**src/rtl/ps2_pkg.sv**
```systemverilog
// rtl/ps2_pkg.sv - shared constants, state encoding and entry format for the PS/2 scan receiver
//
// Purpose: common definitions imported by ps2_scan_rx and ps2_fifo.
// Contents:
//   PS2_EXT / PS2_BRK  prefix bytes folded into the ext / brk flags
//   ENTRY_W            FIFO entry width, {ext, brk, code[7:0]}
//   ps2_state_t        frame FSM states
//   ps2_entry_t        packed view of one FIFO entry
//   odd_parity_ok      1 when data plus parity bit hold an odd number of ones
package ps2_pkg;

  localparam logic [7:0] PS2_EXT = 8'hE0;
  localparam logic [7:0] PS2_BRK = 8'hF0;
  localparam int         ENTRY_W = 10;

  typedef enum logic [1:0] {
    IDLE   = 2'd0,
    DATA   = 2'd1,
    PARITY = 2'd2,
    STOP   = 2'd3
  } ps2_state_t;

  typedef struct packed {
    logic       ext;
    logic       brk;
    logic [7:0] code;
  } ps2_entry_t;

  function automatic logic odd_parity_ok(input logic [7:0] data, input logic par);
    return ^{data, par};
  endfunction

endpackage

```
**src/rtl/ps2_fifo.sv**
```systemverilog
// rtl/ps2_fifo.sv - synchronous show-ahead FIFO holding decoded scan entries
//
// Purpose: stores WIDTH-bit entries; the head entry is always visible on rd_data.
// Ports:
//   clk, rst        system clock, synchronous active-low reset
//   push, wr_data   write request and entry
//   pop             remove head entry (ignored when empty)
//   rd_data         head entry (undefined contents when empty)
//   count           occupancy, 0..DEPTH
//   full, empty     occupancy flags
module ps2_fifo
  import ps2_pkg::*;
#(
  parameter int WIDTH = ENTRY_W,
  parameter int DEPTH = 8
) (
  input  logic                     clk,
  input  logic                     rst,
  input  logic                     push,
  input  logic [WIDTH-1:0]         wr_data,
  input  logic                     pop,
  output logic [WIDTH-1:0]         rd_data,
  output logic [$clog2(DEPTH):0]   count,
  output logic                     full,
  output logic                     empty
);

  localparam int AW = $clog2(DEPTH);
  localparam logic [AW-1:0] PTR_ONE = 1;
  localparam logic [AW:0]   CNT_ONE = 1;
  localparam logic [AW:0]   CNT_MAX = DEPTH;

  logic [WIDTH-1:0] mem [DEPTH];
  logic [AW-1:0]    wr_ptr;
  logic [AW-1:0]    rd_ptr;
  logic             do_push;
  logic             do_pop;

  assign empty   = (count == '0);
  assign full    = (count == CNT_MAX);
  assign do_pop  = pop && !empty;
  // A pop in the same cycle frees the slot, so a full FIFO still accepts the write.
  assign do_push = push && (!full || do_pop);
  assign rd_data = mem[rd_ptr];

  always_ff @(posedge clk) begin
    if (!rst) begin
      wr_ptr <= '0;
      rd_ptr <= '0;
      count  <= '0;
    end else begin
      if (do_push) wr_ptr <= wr_ptr + PTR_ONE;
      if (do_pop)  rd_ptr <= rd_ptr + PTR_ONE;
      case ({do_push, do_pop})
        2'b10:   count <= count + CNT_ONE;
        2'b01:   count <= count - CNT_ONE;
        default: count <= count;
      endcase
    end
  end

  always_ff @(posedge clk) begin
    if (do_push) mem[wr_ptr] <= wr_data;
  end

endmodule

```
**src/rtl/ps2_scan_rx.sv**
```systemverilog
// rtl/ps2_scan_rx.sv - PS/2 keyboard receiver with prefix folding and entry FIFO
//
// Purpose: oversamples the PS/2 lines in the clk domain, frames 11-bit packets,
// checks odd parity and stop bit, folds E0/F0 prefixes into ext/brk and queues
// {ext,brk,code} entries.
// Ports:
//   clk, rst              system clock, synchronous active-low reset
//   ps2_clk, ps2_data     raw asynchronous PS/2 lines
//   rd_en                 pop the head entry (ignored when empty)
//   valid                 FIFO not empty
//   code, ext, brk        head entry (all 0 when empty)
//   count                 FIFO occupancy
//   parity_err            pulse: frame dropped on parity failure
//   frame_err             pulse: frame dropped on bad stop bit or timeout
//   overflow              pulse: FIFO full, decoded entry dropped
module ps2_scan_rx
  import ps2_pkg::*;
#(
  parameter int FILTER_LEN  = 4,
  parameter int TIMEOUT_CYC = 50000,
  parameter int FIFO_DEPTH  = 8
) (
  input  logic                          clk,
  input  logic                          rst,
  input  logic                          ps2_clk,
  input  logic                          ps2_data,
  input  logic                          rd_en,
  output logic                          valid,
  output logic [7:0]                    code,
  output logic                          ext,
  output logic                          brk,
  output logic [$clog2(FIFO_DEPTH):0]   count,
  output logic                          parity_err,
  output logic                          frame_err,
  output logic                          overflow
);

  localparam int FW = $clog2(FILTER_LEN + 1);
  localparam int TW = $clog2(TIMEOUT_CYC + 1);
  localparam logic [FW-1:0] FLT_LAST = FILTER_LEN - 1;
  localparam logic [FW-1:0] FLT_ONE  = 1;
  localparam logic [TW-1:0] TMO_LAST = TIMEOUT_CYC;
  localparam logic [TW-1:0] TMO_ONE  = 1;

  logic clk_s1, clk_s2, dat_s1, dat_s2;
  logic clk_flt, clk_flt_d;
  logic [FW-1:0] flt_cnt;
  logic fall;

  ps2_state_t state, state_n;
  logic [2:0]    bitcnt;
  logic [7:0]    shreg;
  logic          par_bit;
  logic [TW-1:0] tmo_cnt;
  logic          tmo_hit;
  logic          frame_done;

  logic       ext_pend, brk_pend;
  logic       push_q;
  ps2_entry_t push_data;
  ps2_entry_t head;
  logic       fifo_full, fifo_empty;

  // Two-flop synchronisers; idle PS/2 lines are high, so reset to 1.
  always_ff @(posedge clk) begin
    if (!rst) begin
      clk_s1 <= 1'b1;
      clk_s2 <= 1'b1;
      dat_s1 <= 1'b1;
      dat_s2 <= 1'b1;
    end else begin
      clk_s1 <= ps2_clk;
      clk_s2 <= clk_s1;
      dat_s1 <= ps2_data;
      dat_s2 <= dat_s1;
    end
  end

  // Clock glitch filter: any sample equal to the current level restarts the run.
  always_ff @(posedge clk) begin
    if (!rst) begin
      clk_flt   <= 1'b1;
      clk_flt_d <= 1'b1;
      flt_cnt   <= '0;
    end else begin
      clk_flt_d <= clk_flt;
      if (clk_s2 == clk_flt) begin
        flt_cnt <= '0;
      end else if (flt_cnt == FLT_LAST) begin
        clk_flt <= clk_s2;
        flt_cnt <= '0;
      end else begin
        flt_cnt <= flt_cnt + FLT_ONE;
      end
    end
  end

  assign fall = clk_flt_d & ~clk_flt;

  // A fall in the same cycle counts as activity, so it wins over the timeout.
  assign tmo_hit = (state != IDLE) && !fall && (tmo_cnt == TMO_LAST);

  always_ff @(posedge clk) begin
    if (!rst) state <= IDLE;
    else      state <= state_n;
  end

  always_comb begin
    state_n    = state;
    frame_done = 1'b0;
    if (tmo_hit) begin
      state_n = IDLE;
    end else if (fall) begin
      case (state)
        IDLE:    if (!dat_s2) state_n = DATA;
        DATA:    if (bitcnt == 3'd7) state_n = PARITY;
        PARITY:  state_n = STOP;
        STOP: begin
          state_n    = IDLE;
          frame_done = 1'b1;
        end
        default: state_n = IDLE;
      endcase
    end
  end

  always_ff @(posedge clk) begin
    if (!rst) begin
      bitcnt  <= '0;
      shreg   <= '0;
      par_bit <= 1'b0;
      tmo_cnt <= '0;
    end else begin
      if (state == IDLE || fall) tmo_cnt <= '0;
      else                       tmo_cnt <= tmo_cnt + TMO_ONE;
      if (fall) begin
        case (state)
          IDLE:   bitcnt <= '0;
          DATA: begin
            shreg  <= {dat_s2, shreg[7:1]};
            bitcnt <= bitcnt + 3'd1;
          end
          PARITY: par_bit <= dat_s2;
          default: ;
        endcase
      end
    end
  end

  // Frame check and prefix folding; the stop bit is dat_s2 on the frame_done fall.
  always_ff @(posedge clk) begin
    if (!rst) begin
      push_q     <= 1'b0;
      push_data  <= '0;
      ext_pend   <= 1'b0;
      brk_pend   <= 1'b0;
      parity_err <= 1'b0;
      frame_err  <= 1'b0;
    end else begin
      push_q     <= 1'b0;
      parity_err <= 1'b0;
      frame_err  <= 1'b0;
      if (tmo_hit) begin
        frame_err <= 1'b1;
        ext_pend  <= 1'b0;
        brk_pend  <= 1'b0;
      end else if (frame_done) begin
        if (!odd_parity_ok(shreg, par_bit)) begin
          parity_err <= 1'b1;
          ext_pend   <= 1'b0;
          brk_pend   <= 1'b0;
        end else if (!dat_s2) begin
          frame_err <= 1'b1;
          ext_pend  <= 1'b0;
          brk_pend  <= 1'b0;
        end else if (shreg == PS2_EXT) begin
          ext_pend <= 1'b1;
        end else if (shreg == PS2_BRK) begin
          brk_pend <= 1'b1;
        end else begin
          push_q         <= 1'b1;
          push_data.ext  <= ext_pend;
          push_data.brk  <= brk_pend;
          push_data.code <= shreg;
          ext_pend       <= 1'b0;
          brk_pend       <= 1'b0;
        end
      end
    end
  end

  always_ff @(posedge clk) begin
    if (!rst) overflow <= 1'b0;
    else      overflow <= push_q && fifo_full && !(rd_en && !fifo_empty);
  end

  ps2_fifo #(
    .WIDTH (ENTRY_W),
    .DEPTH (FIFO_DEPTH)
  ) u_fifo (
    .clk     (clk),
    .rst     (rst),
    .push    (push_q),
    .wr_data (push_data),
    .pop     (rd_en),
    .rd_data (head),
    .count   (count),
    .full    (fifo_full),
    .empty   (fifo_empty)
  );

  // Mask the head so an empty FIFO presents zeros rather than stale storage.
  assign valid = !fifo_empty;
  assign code  = valid ? head.code : 8'h00;
  assign ext   = valid & head.ext;
  assign brk   = valid & head.brk;

endmodule
```
**config.mk**
```make
export PLATFORM = sky130hd
export DESIGN_NAME = ps2_scan_rx
export DESIGN_NICKNAME = d
export VERILOG_FILES = /design/src/rtl/ps2_pkg.sv /design/src/rtl/ps2_fifo.sv /design/src/rtl/ps2_scan_rx.sv
export SDC_FILE = /design/constraint.sdc
export NUM_CORES = 1
export LEC_CHECK = 0
export BUFFER_PORTS_ARGS = -buffer_cell sky130_fd_sc_hd__buf_2
export CAP_MARGIN = 20
export CORE_ASPECT_RATIO = 1.2
export CORE_MARGIN = 4
export CORE_UTILIZATION = 45
export DETAILED_ROUTE_END_ITERATION = 12
export GPL_TIMING_DRIVEN = 0
export PLACE_DENSITY = 0.67
export SETUP_SLACK_MARGIN = 0.05
export SYNTH_ARGS = -nofsm -noshare
export SYNTH_HDL_FRONTEND = slang
export SYNTH_HIERARCHICAL = 1
export SYNTH_SLANG_ARGS = --single-unit
```
**constraint.sdc**
```tcl
create_clock -name clk -period 5.6 [get_ports clk]
set_input_delay 1.4 -clock clk [delete_from_list [all_inputs] [get_ports clk]]
set_output_delay 1.4 -clock clk [all_outputs]
set_load 0.01 [all_outputs]
```
==> results.tsv <==
metric	value	unit
status	finished clean	
P_leak	2.24	nW
area grow syn2layout	15.4	%
most common cell after layout, fill and taps aside	edfxtp_1	
cell taking the most area after synthesis	edfxtp_1	
CTS tree	yes	
DR WL/cell	15.9	um
sequential share of the synthesized area	0.611	
crit path DAT	2300	ps
Final ANT Viol Nets	0	
Routed WL	11.0	mm
slowest stage delay, CP	480	ps
final core occ	0.535	
kind of critical path	register to primary output	
buffer and inverter count on the worst path	4	
library cells used by synthesis	52	
ys async rst share	0	
vias in the first global route	3785	
Final Hold Fails	0	
# IOs	23	
total power	0.00275	W
Worst setup SP type	register	
clock share of power	0.410	
RSZ-0062 raised after global routing	no	
first-pass GRT wire length	18.9	mm
Cell Area, Synth	0.00616	mm^2
clock sinks	148	
Top Layer Used	met4	
DR iter-0 viols	187	
Largest delay share family, worst path	buffers and inverters	
CP max FO	10	
WP data required	4200	ps
Reg power frac	0.426	
Cell Int Power	0.00203	W
postcts setup bufs	0	
Rows	46	
CTS Root Buffer Type	clkbuf_16	
port buffer count	21	
Yosys warning count	6	
via count	3647	
CTS buffer count	17	
clock buffer depth	2	
starting density of the core	0.463	
CP cell instances	or3_1 -> buf_2 -> nor2_1 -> clkbuf_1 -> inv_1 -> buf_2	
antenna violations before repair	0	
Worst Skew	4.91	ps
total grt overflow	0	
Most used DFF post-synth	edfxtp_1	
Die X	115	um
post-cts repair resize count	0	
Comb power frac	0.164	
Total GRT Usage	0.157	
Fmax	0.270	GHz
mean area per synthesized cell	13.1	um^2
top cells by area, synth	edfxtp_1 (39%), dfxtp_1 (22%), mux4_2 (7.3%), ha_1 (3.0%), nand2_1 (2.7%)	
# DRC	0	
Synth top area share	0.390	
Final Setup Violations	0	
H-tree lvl count	4	
drt first pass iters	4	
VDD IR max	0.000202	V
syn_nets	493	
Die Ht	136	um
post-DP HPWL	7.35	mm
CP Capture Type	primary output	
Final period util	0.661	
metal2 WL	5.78	mm
Slew Limit Headroom	0.295	
Hold Buf Count CTS	0	
ratio of cells with drive above 1 in the final layout	0.195	
Synth Register Bits	148	
metal3 WL	295	um
Post-Syn Instances	472	
Max Cap Viol	0	
Fin Setup TNS	0	ps
EDFF count, synth	80	
placer congestion estimate	0.786	
fin nets	535	
max-slew violation count	0	
sw power	0.000720	W
Worst-Skew Late Latency	410	ps
n_diodes	0	
pwr dens	387	mW/mm^2
Tmin final	3700	ps
Slowest-stage cell, CP	clkbuf_1	
Worst Hold Class	register to register	
Worst Tran Pin Value	1050	ps
pin count of the biggest net entering global routing	17	
Switching Share	0.262	
Routed met1 length	4.85	mm
Worst path most repeated cell	buf_2	
Vias/cell	5.25	
Core Footprint	0.0133	mm^2
Clk pin slew, worst setup/hold paths	60	ps
most frequent cells in the layout	edfxtp_1 (80), dfxtp_1 (68), nand2_1 (44)	
die footprint	0.0156	mm^2
synth_stat cells (all sizes together) (13+ instances only):
cell	number
nand2	44
nor2	39
a21oi	18
mux4	20
mux2i	14
clkbuf	13
dfxtp	68
xnor2	13
ha	15
nand3	19
inv	13
edfxtp	80
power by group through the flow:
stage / Combinational [W] / Sequential, W / Clock (W)
2_1_floorplan: 0.000295 / 0.00119 / 0
3_3_place_gp: 0.000452 / 0.00119 / 0
3_5_place_dp: 0.000463 / 0.00119 / 0
4_1_cts: 0.000463 / 0.00117 / 0.00115
5_1_grt: 0.000503 / 0.00117 / 0.00121
6_report: 0.000452 / 0.00117 / 0.00113
state kept, by name, summed over array words and instances, names as in the netlist, named ones only:
register and count:
clk_flt_d 1, tmo_cnt 16, ext_pend 1, parity_err 1, dat_s2 1, clk_s1 1, overflow 1, bitcnt 3
brk_pend 1, push_data 10, u_fifo/wr_ptr 3, u_fifo/rd_ptr 3, flt_cnt 3, clk_s2 1, u_fifo/mem 80, shreg 8
frame_err 1, clk_flt 1, state 2, par_bit 1, u_fifo/count 4, dat_s1 1, push_q 1
final cells by class:
type	instances	area, um^2
buffer	21	98.8
sequential	148	3760
tap	168	210
fill	1094	6180
clock inverter	9	88.8
clock buffer	23	515
inverter	14	52.6
multi-input combinational	289	2260
timing repair buffer	23	124
metal layers:
layer,vias to the layer above,GRT usage
li1,1800,-
met3,13,0.0352
met5,-,0
met4,0,0.0548
met1,1786,0.195
met2,48,0.271
final timing paths:
kind | start | end | slack, ps | cells past startpoint
max reg2reg | u_fifo/count[0] | u_fifo/mem[4][6] | 3200 | 5
max | u_fifo/count[0] | valid | 1900 | 6
min | dat_s1 | dat_s2 | 410 | 1
min reg2reg | dat_s1 | dat_s2 | 410 | 1
stage by stage:
step	instances	setup WS [ps]	cell area, um^2	hold slack, ps
after floorplan	472	2340	6160	386
after global placement	661	1580	6480	392
after detailed placement	663	2050	6510	394
after CTS	695	1830	7110	409
after global routing	695	1720	7110	422
final	695	1900	7110	408
logic make-up after synthesis:
logic type / synth area share
adders and majority gates: 0.0337
xor gates and xnor gates: 0.0378
AOI/OAI and AO/OA: 0.0441
and+or+nand+nor: 0.135
buffers and inverters: 0.0246
DFF: 0.611
muxes: 0.114
Note: power is estimated with default switching activity, not from simulation.
